## src/rtl/trng_pkg.sv

```systemverilog
// rtl/trng_pkg.sv - shared defaults and von Neumann pair encodings for the TRNG core
package trng_pkg;

  localparam int TRNG_NUM_CH      = 4;
  localparam int TRNG_WIDTH       = 8;
  localparam int TRNG_FIFO_DEPTH  = 4;
  localparam int TRNG_REP_LIMIT   = 32;
  localparam int TRNG_SYNC_STAGES = 2;

  // {first, second} bit of a debias pair that produces output
  localparam logic [1:0] VN_PAIR_ONE  = 2'b10;
  localparam logic [1:0] VN_PAIR_ZERO = 2'b01;

endpackage

```

## src/rtl/trng_fifo.sv

```systemverilog
// rtl/trng_fifo.sv - first-word fall-through FIFO; caller gates push against full and pop against empty
module trng_fifo #(
  parameter  int WIDTH = 8,
  parameter  int DEPTH = 4,
  localparam int LW    = $clog2(DEPTH + 1),
  localparam int AW    = $clog2(DEPTH)
) (
  input  logic             clk,
  input  logic             rst,
  input  logic             push,
  input  logic [WIDTH-1:0] push_data,
  input  logic             pop,
  output logic [WIDTH-1:0] pop_data,
  output logic             full,
  output logic             empty,
  output logic [LW-1:0]    level
);

  logic [WIDTH-1:0] mem [DEPTH];
  logic [AW-1:0]    wr_ptr;
  logic [AW-1:0]    rd_ptr;
  logic [LW-1:0]    level_q;

  assign level    = level_q;
  assign empty    = (level_q == '0);
  assign full     = (level_q == LW'(DEPTH));
  assign pop_data = empty ? '0 : mem[rd_ptr];

  always_ff @(posedge clk) begin
    if (push) mem[wr_ptr] <= push_data;
  end

  // pointers wrap naturally because DEPTH is a power of two
  always_ff @(posedge clk or posedge rst) begin
    if (rst) begin
      wr_ptr  <= '0;
      rd_ptr  <= '0;
      level_q <= '0;
    end else begin
      if (push) wr_ptr <= wr_ptr + AW'(1);
      if (pop)  rd_ptr <= rd_ptr + AW'(1);
      case ({push, pop})
        2'b10:   level_q <= level_q + LW'(1);
        2'b01:   level_q <= level_q - LW'(1);
        default: level_q <= level_q;
      endcase
    end
  end

endmodule

```

## src/rtl/trng_core_multi.sv

```systemverilog
// rtl/trng_core_multi.sv - multi-channel TRNG: sync, XOR mix, health test, debias, word assembly, FIFO
module trng_core_multi
  import trng_pkg::*;
#(
  parameter int NUM_CH      = TRNG_NUM_CH,
  parameter int WIDTH       = TRNG_WIDTH,
  parameter int FIFO_DEPTH  = TRNG_FIFO_DEPTH,
  parameter int REP_LIMIT   = TRNG_REP_LIMIT,
  parameter int SYNC_STAGES = TRNG_SYNC_STAGES
) (
  input  logic                               clk,
  input  logic                               rst,
  input  logic                               en,
  input  logic [NUM_CH-1:0]                  raw_in,
  input  logic                               debias_en,
  input  logic                               clr_fail,
  input  logic                               rd_ready,
  output logic                               rd_valid,
  output logic [WIDTH-1:0]                   rd_data,
  output logic [$clog2(FIFO_DEPTH+1)-1:0]    fifo_level,
  output logic                               health_fail
);

  localparam int CW   = 8;
  localparam int CNTW = $clog2(WIDTH);

  logic [NUM_CH-1:0] sync_q [SYNC_STAGES];
  logic              mixed;

  logic [CW-1:0]     rep_cnt;
  logic [CW-1:0]     rep_inc;
  logic [CW-1:0]     rep_next;
  logic              prev_bit;
  logic              trigger;
  logic              fail_q;
  logic              debias_q;
  logic              dbe_change;

  logic              phase_q, phase_d;
  logic              first_q, first_d;
  logic              clear_path;
  logic              emit;
  logic              emit_bit;

  logic [WIDTH-1:0]  asm_q;
  logic [WIDTH-1:0]  asm_word;
  logic [CNTW-1:0]   asm_cnt;
  logic              word_done;

  logic              fifo_push;
  logic              fifo_pop;
  logic              fifo_full;
  logic              fifo_empty;

  always_ff @(posedge clk or posedge rst) begin
    if (rst) begin
      for (int i = 0; i < SYNC_STAGES; i++) sync_q[i] <= '0;
    end else begin
      sync_q[0] <= raw_in;
      for (int i = 1; i < SYNC_STAGES; i++) sync_q[i] <= sync_q[i-1];
    end
  end

  assign mixed = ^sync_q[SYNC_STAGES-1];

  // a cleared counter (0) against any bit yields 1, so no separate first-bit flag is needed
  assign rep_inc    = (rep_cnt == CW'(REP_LIMIT)) ? rep_cnt : rep_cnt + 8'd1;
  assign rep_next   = (mixed == prev_bit) ? rep_inc : 8'd1;
  assign trigger    = en && (rep_next == CW'(REP_LIMIT));
  assign dbe_change = (debias_en != debias_q);

  always_comb begin
    emit       = 1'b0;
    emit_bit   = mixed;
    phase_d    = phase_q;
    first_d    = first_q;
    clear_path = clr_fail || dbe_change || trigger;
    if (!clear_path && en && !fail_q) begin
      if (debias_en) begin
        if (!phase_q) begin
          phase_d = 1'b1;
          first_d = mixed;
        end else begin
          phase_d = 1'b0;
          if ({first_q, mixed} == VN_PAIR_ONE || {first_q, mixed} == VN_PAIR_ZERO) begin
            emit     = 1'b1;
            emit_bit = first_q;
          end
        end
      end else begin
        emit = 1'b1;
      end
    end
  end

  assign asm_word  = {asm_q[WIDTH-2:0], emit_bit};
  assign word_done = emit && (asm_cnt == CNTW'(WIDTH - 1));

  always_ff @(posedge clk or posedge rst) begin
    if (rst) begin
      rep_cnt  <= '0;
      prev_bit <= 1'b0;
      fail_q   <= 1'b0;
      debias_q <= 1'b0;
      phase_q  <= 1'b0;
      first_q  <= 1'b0;
      asm_q    <= '0;
      asm_cnt  <= '0;
    end else begin
      debias_q <= debias_en;
      if (clr_fail) begin
        rep_cnt <= '0;
      end else if (en) begin
        rep_cnt  <= rep_next;
        prev_bit <= mixed;
      end
      if (clr_fail)     fail_q <= 1'b0;
      else if (trigger) fail_q <= 1'b1;
      if (clear_path) begin
        phase_q <= 1'b0;
        asm_q   <= '0;
        asm_cnt <= '0;
      end else begin
        phase_q <= phase_d;
        first_q <= first_d;
        if (emit) begin
          asm_q   <= asm_word;
          asm_cnt <= word_done ? '0 : asm_cnt + CNTW'(1);
        end
      end
    end
  end

  // a full FIFO still takes the word when the consumer frees a slot in the same cycle
  assign fifo_pop  = !fifo_empty && rd_ready;
  assign fifo_push = word_done && (!fifo_full || fifo_pop);

  trng_fifo #(
    .WIDTH (WIDTH),
    .DEPTH (FIFO_DEPTH)
  ) u_fifo (
    .clk       (clk),
    .rst       (rst),
    .push      (fifo_push),
    .push_data (asm_word),
    .pop       (fifo_pop),
    .pop_data  (rd_data),
    .full      (fifo_full),
    .empty     (fifo_empty),
    .level     (fifo_level)
  );

  assign rd_valid    = !fifo_empty;
  assign health_fail = fail_q;

endmodule

```

## config.mk

```make
export PLATFORM = sky130hd
export DESIGN_NAME = trng_core_multi
export DESIGN_NICKNAME = d
export VERILOG_FILES = /design/src/rtl/trng_pkg.sv /design/src/rtl/trng_fifo.sv /design/src/rtl/trng_core_multi.sv
export SDC_FILE = /design/constraint.sdc
export NUM_CORES = 1
export LEC_CHECK = 0
export ABC_AREA = 1
export BUFFER_PORTS_ARGS = -buffer_cell sky130_fd_sc_hd__buf_2
export CORE_ASPECT_RATIO = 0.5
export CORE_MARGIN = 1.5
export CORE_UTILIZATION = 40
export DETAILED_ROUTE_END_ITERATION = 8
export HOLD_SLACK_MARGIN = 0.05
export PLACE_DENSITY = 0.54
export SYNTH_ARGS = -nofsm -noshare
export SYNTH_HDL_FRONTEND = slang
export SYNTH_SLANG_ARGS = --single-unit
export TNS_END_PERCENT = 100
```

## constraint.sdc

```tcl
create_clock -name clk -period 2.9 [get_ports clk]
set_input_delay 0 -clock clk [delete_from_list [all_inputs] [get_ports clk]]
set_output_delay 0 -clock clk [all_outputs]
set_load 0.02 [all_outputs]
```

Word-level counts from Yosys, hierarchy flattened
Memory sizes are Yosys's and may differ from the RTL's.
Index checks and enable logic that the tools add are counted.
{"block": "word_totals", "register_bits": 38, "ram_bits": 32, "inputBits": 10, "output_inout_bits": 13, "word_cells": 85, "n_memories": 1}
{"block": "op_classes", "add_sub_neg": 6, "eq_ne": 10, "n_mux": 27, "bitwise_logic": 3, "n_reduce_logical": 25}
{"name": "u_fifo.mem", "words": 4, "word_bits": 8, "read_ports": 1, "rd_clocked_by_memory_dff": 0, "wr": 1, "line": "trng_fifo.sv:19", "source": "logic [WIDTH-1:0] mem [DEPTH];"}
{"op": "2-to-1 mux 8 bit", "n": 5}
{"op": "equality test 8 x 6 -> 1 bit, second input constant", "n": 2}
{"op": "2-to-1 mux 1 bit", "n": 16}
{"op": "2-to-1 mux 7 bit", "n": 2}
{"op": "nonzero test 2 bit", "n": 6}
{"op": "2-to-1 mux 3 bit", "n": 3}
{"op": "adder 8 x 1 -> 8 bit, second input constant", "n": 1}
{"op": "adder 3 x 1 -> 3 bit, second input constant", "n": 2}
{"op": "equality test 3 bit, second input constant", "n": 2}
{"op": "logical AND 1 bit", "n": 6}
{"op": "one-hot mux 3 bit (2 select lines)", "n": 1}
{"op": "adder 2 x 1 -> 2 bit, second input constant", "n": 2}
{"op": "equality test 2 x 1 -> 1 bit, second input constant", "n": 2}
{"op": "equality test 2 bit, second input constant", "n": 2}
{"op": "logical NOT 1 bit", "n": 4}
{"op": "logical OR 1 bit", "n": 4}
{"op": "AND reduction 2 bit", "n": 2}
{"op": "AND reduction 4 bit", "n": 1}
{"op": "XOR reduction 4 bit", "n": 1}
{"op": "logical NOT 3 bit", "n": 1}
{"op": "NOT 1 bit", "n": 3}
{"op": "subtractor 3 x 1 -> 3 bit, second input constant", "n": 1}
{"op": "equality test 1 bit", "n": 1}
{"op": "!= test 1 bit", "n": 1}

Logic depth before layout (Yosys ltp)
{"block": "logic_depth", "word_depth": 14, "mapped_depth": 20, "depth_no_buf": 20}

Cells and area by module
From an unflattened synthesis, not the netlist that was laid out.
{"block": "unflattened", "hier_cells": 379, "hier_area_um2": 3522.1}
{"mod": "trng_fifo", "n_inst": 1, "cells_per_inst": 175, "area_each_um2": 1801.7, "seq_area_each_um2": 1136.1}
{"mod": "trng_core_multi", "n_inst": 1, "cells_per_inst": 204, "area_each_um2": 1720.4, "seq_area_each_um2": 775.7}

Worst setup path after synthesis
OpenSTA, ideal clock, no wires.
{"block": "synth_path", "path_type": "reg-to-reg", "from": "register rep_cnt[0]", "to": "memory u_fifo.mem[0][0] (enable)", "setup_time_ns": 0.371, "arrival_ns": 1.955, "path_slack_ns": 0.575, "path_stages_with_launch": 15, "n_path_buf": 0, "cell_sequence": "dfrtp_1 -> inv_1 -> ha_1 -> nand3_1 -> nor2_2 -> nand2_1 -> nand2_1 -> nor2_1 -> nand2_1 -> nor2_4 -> nand2_4 -> nand4_4 -> nor2_4 -> o21ai_4 -> nor2_1"}
{"block": "synth_via", "elab_chain_len": 14, "word_cells_on_any_way": 15}
{"item": "start: declaration", "line": "trng_core_multi.sv:30", "source": "logic [CW-1:0] rep_cnt;"}
{"item": "start signal: assignment", "line": "trng_core_multi.sv:114", "source": "rep_cnt <= rep_next;"}
{"item": "adder 8 x 1 -> 8 bit or equality test 8 x 6 -> 1 bit (tied branches)", "line": "trng_core_multi.sv:67", "source": "assign rep_inc = (rep_cnt == CW'(REP_LIMIT)) ? rep_cnt : rep_cnt + 8'd1;"}
{"item": "2-to-1 mux 8 bit (*)", "line": "trng_core_multi.sv:67"}
{"item": "2-to-1 mux 8 bit (*)", "line": "trng_core_multi.sv:68", "source": "assign rep_next = (mixed == prev_bit) ? rep_inc : 8'd1;"}
{"item": "equality test 8 x 6 -> 1 bit (*)", "line": "trng_core_multi.sv:69", "source": "assign trigger = en && (rep_next == CW'(REP_LIMIT));"}
{"item": "logical AND 1 bit (*)", "line": "trng_core_multi.sv:69"}
{"item": "logical OR 1 bit (*)", "line": "trng_core_multi.sv:77", "source": "clear_path = clr_fail || dbe_change || trigger;"}
{"item": "logical NOT 1 bit (*)", "line": "trng_core_multi.sv:78", "source": "if (!clear_path && en && !fail_q) begin"}
{"item": "logical AND 1 bit (*) (2 in series)", "line": "trng_core_multi.sv:78"}
{"item": "2-to-1 mux 1 bit (*)", "line": "trng_core_multi.sv:78"}
{"item": "logical AND 1 bit (*)", "line": "trng_core_multi.sv:97", "source": "assign word_done = emit && (asm_cnt == CNTW'(WIDTH - 1));"}
{"item": "logical AND 1 bit (*)", "line": "trng_core_multi.sv:136", "source": "assign fifo_push = word_done && (!fifo_full || fifo_pop);"}
{"item": "2-to-1 mux 1 bit (*)", "line": "trng_fifo.sv:30", "source": "if (push) mem[wr_ptr] <= push_data;"}
{"item": "2-to-1 mux 1 bit (implied by the code) (*)", "line": "trng_fifo.sv:30"}
{"item": "end: declaration", "line": "trng_fifo.sv:19"}
Every way passes the cells marked *; elsewhere a longest branch is shown, timed or not.

Worst setup path after layout
{"block": "layout_path", "from": "register rep_cnt[0]", "to": "register u_fifo.level_q[2] (netlist: u_fifo.level[2])"}
{"block": "layout_via", "elab_chain_len": 14, "word_cells_on_any_way": 17}
{"item": "adder 8 x 1 -> 8 bit or equality test 8 x 6 -> 1 bit (tied branches)", "line": "trng_core_multi.sv:67"}
{"item": "2-to-1 mux 8 bit (*)", "line": "trng_core_multi.sv:67"}
{"item": "2-to-1 mux 8 bit (*)", "line": "trng_core_multi.sv:68"}
{"item": "equality test 8 x 6 -> 1 bit (*)", "line": "trng_core_multi.sv:69"}
{"item": "logical AND 1 bit (*)", "line": "trng_core_multi.sv:69"}
{"item": "logical OR 1 bit (*)", "line": "trng_core_multi.sv:77"}
{"item": "logical NOT 1 bit (*)", "line": "trng_core_multi.sv:78"}
{"item": "logical AND 1 bit (*) (2 in series)", "line": "trng_core_multi.sv:78"}
{"item": "2-to-1 mux 1 bit (*)", "line": "trng_core_multi.sv:78"}
{"item": "logical AND 1 bit (*)", "line": "trng_core_multi.sv:97"}
{"item": "logical AND 1 bit (*)", "line": "trng_core_multi.sv:136"}
{"item": "equality test 2 x 1 -> 1 bit or equality test 2 bit (tied branches)", "line": "trng_fifo.sv:42", "source": "case ({push, pop})"}
{"item": "one-hot mux 3 bit (2 select lines) or nonzero test 2 bit (tied branches)"}
{"item": "end signal: assignment", "line": "trng_fifo.sv:43", "source": "2'b10: level_q <= level_q + LW'(1);"}
{"item": "end signal: assignment", "line": "trng_fifo.sv:44", "source": "2'b01: level_q <= level_q - LW'(1);"}
{"item": "end signal: assignment", "line": "trng_fifo.sv:45", "source": "default: level_q <= level_q;"}
{"item": "end: declaration", "line": "trng_fifo.sv:22", "source": "logic [LW-1:0] level_q;"}
Marks and branches as above.
A chain may end at the register's enable or synchronous reset.

==> metrics.md <==
| Metric | Value |
|---|---|
| Outcome | `finished clean` |
| Int Power | `1.93 mW` |
| Boundary Pins | `23` |
| Post-CTS Resized | `0` |
| Final Max Slew Viols | `0` |
| Global placement routability congestion | `0.922` |
| CP delay by family, top | `simple AND/OR/NAND/NOR gates` |
| I/O Buffers | `22` |
| Fin nets | `394` |
| Clock power frac | `34.5%` |
| Max Cap Violations | `0` |
| Max Fclk | `385 MHz` |
| DR iter-0 viols | `153` |
| H-tree levels | `3` |
| Vias | `2341` |
| Launch point of the worst reg-to-reg path | `rep_cnt[0]` |
| HPWL after DPL | `4.37 mm` |
| Antenna Nets Post-Route | `0` |
| Setup Viol. Count Final | `0` |
| Mean number of vias per cell | `4.80` |
| Global-route wire length before repair | `11.2 mm` |
| Drt drc | `0` |
| Sw Pwr | `1.03 mW` |
| Power per cell area | `762 nW/um^2` |
| Effective utilization at floorplan | `42.7%` |
| Worst setup SP type | `flip-flop` |
| Worst Path Required | `3.13 ns` |
| Total GRT Usage | `17.5%` |
| Die height | `66.7 um` |
| Fin Setup TNS | `0 ns` |
| Synth top area share | `29.6%` |
| Slew @ Worst Pin | `0.653 ns` |
| Worst-path maximum fanout | `15` |
| Slowest Stage Delay on Critical Path | `0.43 ns` |
| Mapped Area | `3250 um^2` |
| # diodes | `0` |
| Placed cells | `463` |
| Routed WL | `6.47 mm` |
| Placed Instance Area | `3520 um^2` |
| Hold Crit Class | `in2reg` |
| Clock Skew | `0.00537 ns` |
| Worst hold path depth | `2` |
| Net Count, Synth | `351` |
| R2R Path End | `u_fifo.level[2]` |
| Comb power frac | `25.1%` |
| CP arrival | `2.83 ns` |
| CP Class | `reg2reg` |
| # rows | `22` |
| Register area share after synthesis | `58.9%` |
| Root buffer cell | `clkbuf_16` |
| Post-Synthesis Cells | `332` |
| Final std cells w/o fill | `488` |
| Min-delay src | `raw_in[3]` |
| Clock-pin slew on the worst setup and hold paths | `0.06 ns` |
| Initial antenna violation count | `0` |
| Final min period | `2.60 ns` |
| Sequential Power Share | `40.4%` |
| #FFs+latches synth | `70` |
| Largest net degree at the start of global routing | `39` |
| Slew HR | `56.5%` |
| Syn_area_per_cell | `9.78 um^2` |
| Total gr overflow | `0` |
| Sw Ratio | `34.8%` |
| Most common cell on crit path | `nand2_1` |
| Full die area | `8700 um^2` |
| Area Overhead vs Synth | `19.8%` |
| Layout cells sized above 1 | `16.6%` |
| Cells taking the most area after synthesis | `edfxtp_1 30%, dfrtp_1 29%, nor2_1 6.0%` |
| Hold Fails Final Rpt | `0` |
| Worst-path cell chain | `inv_1 -> ha_1 -> nand3_1 -> nor2_2 -> xor2_1 -> nand2_4 -> nor2_4 -> nand2_4 -> nand4_4 -> o21ai_2 -> fa_1 -> inv_1 -> nand2_1 -> nand2_1 -> nand2_1 -> nand2_1 -> inv_1` |
| R2R depth | `17` |
| DRT Pass-1 Iters | `4` |
| CP max-delay cell | `dfrtp_1` |
| Synth cell types | `28` |
| Num CTS Buffers | `9` |
| CTS Buffer Depth | `2` |
| Chip width | `130 um` |
| Origin of the worst setup path | `rep_cnt[0]` |
| Drt wl/cell | `13.2 um` |
| Flop2flop setup slack | `0.30 ns` |
| Clock Latency Late Sink | `0.34 ns` |
| CTS tree | `done` |
| Leakage | `1.74 nW` |
| Cell area after layout | `3890 um^2` |
| Synth warn | `0` |
| Max VDD drop | `304 uV` |
| Yosys top cell by area | `edfxtp_1` |
| CTS sink count | `70` |
| Worst hold endpoint | `sync_q[7]` |
| Final period util | `89.5%` |
| Unrepaired setup endpoints after global routing | `no` |
| Number of global-route vias before repair | `2388` |
| Endpoint type of the worst setup path | `flip-flop` |
| Worst path buffer plus inverter count | `3` |
| Core area | `7600 um^2` |
==> power by group through the flow <==
stage / registers, mW / logic, mW / clock network, mW
5_1_grt: 1.21 / 0.847 / 1.10
3_5_place_dp: 1.22 / 0.743 / 0
4_1_cts: 1.20 / 0.756 / 1.04
2_1_floorplan: 1.17 / 0.556 / 0
3_3_place_gp: 1.21 / 0.733 / 0
6_report: 1.20 / 0.744 / 1.02
==> placed cells by master (no fill, tap or decap), drive strengths merged <==
| master | Yosys | routed |
|---|---|---|
| nand3 | 19 | 19 |
| a21oi | 15 | 15 |
| nand2 | 58 | 58 |
| fa | 1 | 1 |
| inv | 44 | 46 |
| clkinvlp | 0 | 1 |
| o21ai | 34 | 34 |
| ha | 8 | 8 |
| buf | 1 | 28 |
| clkbuf | 4 | 9 |
| o32ai | 1 | 1 |
| nor3 | 1 | 1 |
| nor2 | 56 | 56 |
| dlygate4sd3 | 0 | 9 |
| dfrtp | 38 | 38 |
| xor2 | 7 | 7 |
| edfxtp | 32 | 32 |
| o22ai | 8 | 8 |
| clkinv | 0 | 4 |
| nand4 | 2 | 2 |
| o31ai | 3 | 3 |
==> area by class of cell <==
class,count,area [um^2]
well taps,108,135
multi-input cells,213,1150
flip-flops and latches,70,1910
inverters,44,165
fillers,698,3710
clock buffers,9,225
clock inverters,7,56.3
repair buffers,37,245
==> sequential cells by signal, summed over array words and instances (netlist names) <==
| register | flops |
|---|---|
| first_q | 1 |
| u_fifo.mem | 32 |
| u_fifo.wr_ptr | 2 |
| phase_q | 1 |
| u_fifo.level | 3 |
| health_fail | 1 |
| sync_q | 8 |
| asm_cnt | 3 |
| rep_cnt | 8 |
| asm_q | 7 |
| prev_bit | 1 |
| u_fifo.rd_ptr | 2 |
| debias_q | 1 |
==> Yosys cell counts, drive strengths merged <==
master,number
a21oi,15
buf,1
clkbuf,4
dfrtp,38
edfxtp,32
fa,1
ha,8
inv,44
nand2,58
nand3,19
nand4,2
nor2,56
nor3,1
o21ai,34
o22ai,8
o31ai,3
o32ai,1
xor2,7
==> how the worst max path moves through the flow <==
stage / slack, ns / cells past startpoint / end
3_3_place_gp: 0.41 / 17 / u_fifo.level[2]
3_5_place_dp: 0.31 / 17 / u_fifo.level[2]
5_1_grt: 0.06 / 18 / u_fifo.level[2]
4_1_cts: 0.30 / 17 / u_fifo.level[2]
2_1_floorplan: 0.57 / 14 / u_fifo.mem[0][0]
6_report: 0.30 / 17 / u_fifo.level[2]
==> worst register-to-register path, stage by stage, from the launching register on <==
cell,delay [ns]
dfrtp_1,0.43
inv_1,0.11
ha_1,0.15
nand3_1,0.13
nor2_2,0.17
xor2_1,0.25
nand2_4,0.09
nor2_4,0.15
nand2_4,0.07
nand4_4,0.17
o21ai_2,0.11
fa_1,0.38
inv_1,0.06
nand2_1,0.06
nand2_1,0.06
nand2_1,0.05
nand2_1,0.05
inv_1,0.04
==> per-stage QoR <==
step	setup WS [ns]	hold slack (ns)	total power [mW]	utilization [%]
after floorplan	0.575	0.0314	1.72	-
after global placement	0.414	0.108	1.95	46.3
after detailed placement	0.308	0.110	1.96	46.3
after CTS	0.302	0.290	3.00	51.2
after global routing	0.0618	0.300	3.15	51.2
final	0.304	0.303	2.96	51.2
==> kinds of logic (layout without fill, tap and decap cells) <==
logic type | Yosys count | after routing | share of synthesized area [%]
AND/OR/NAND/NOR | 136 | 136 | 19.3
buffers and inverters | 49 | 97 | 5.70
adder cells (fa/ha/maj) | 9 | 9 | 3.70
flip-flops | 70 | 70 | 58.9
XOR/XNOR | 7 | 7 | 1.89
AO/OA/AOI/OAI | 61 | 61 | 10.5
==> per-layer routing <==
layer	vias up	global-route usage, %	share of wire (%)
li1	1184	-	-
met1	1114	20.9	48
met2	33	29.1	46
met3	10	6.43	3.9
met4	0	6.73	1.3
met5	-	0	0
==> what timing repair did <==
action,CTS,global route
endpoints found under the setup margin,0,0
hold buffers,9,0
hold endpoints to repair,50,0
setup buffers,0,0
No activity file was read; power rests on OpenSTA's default activity.
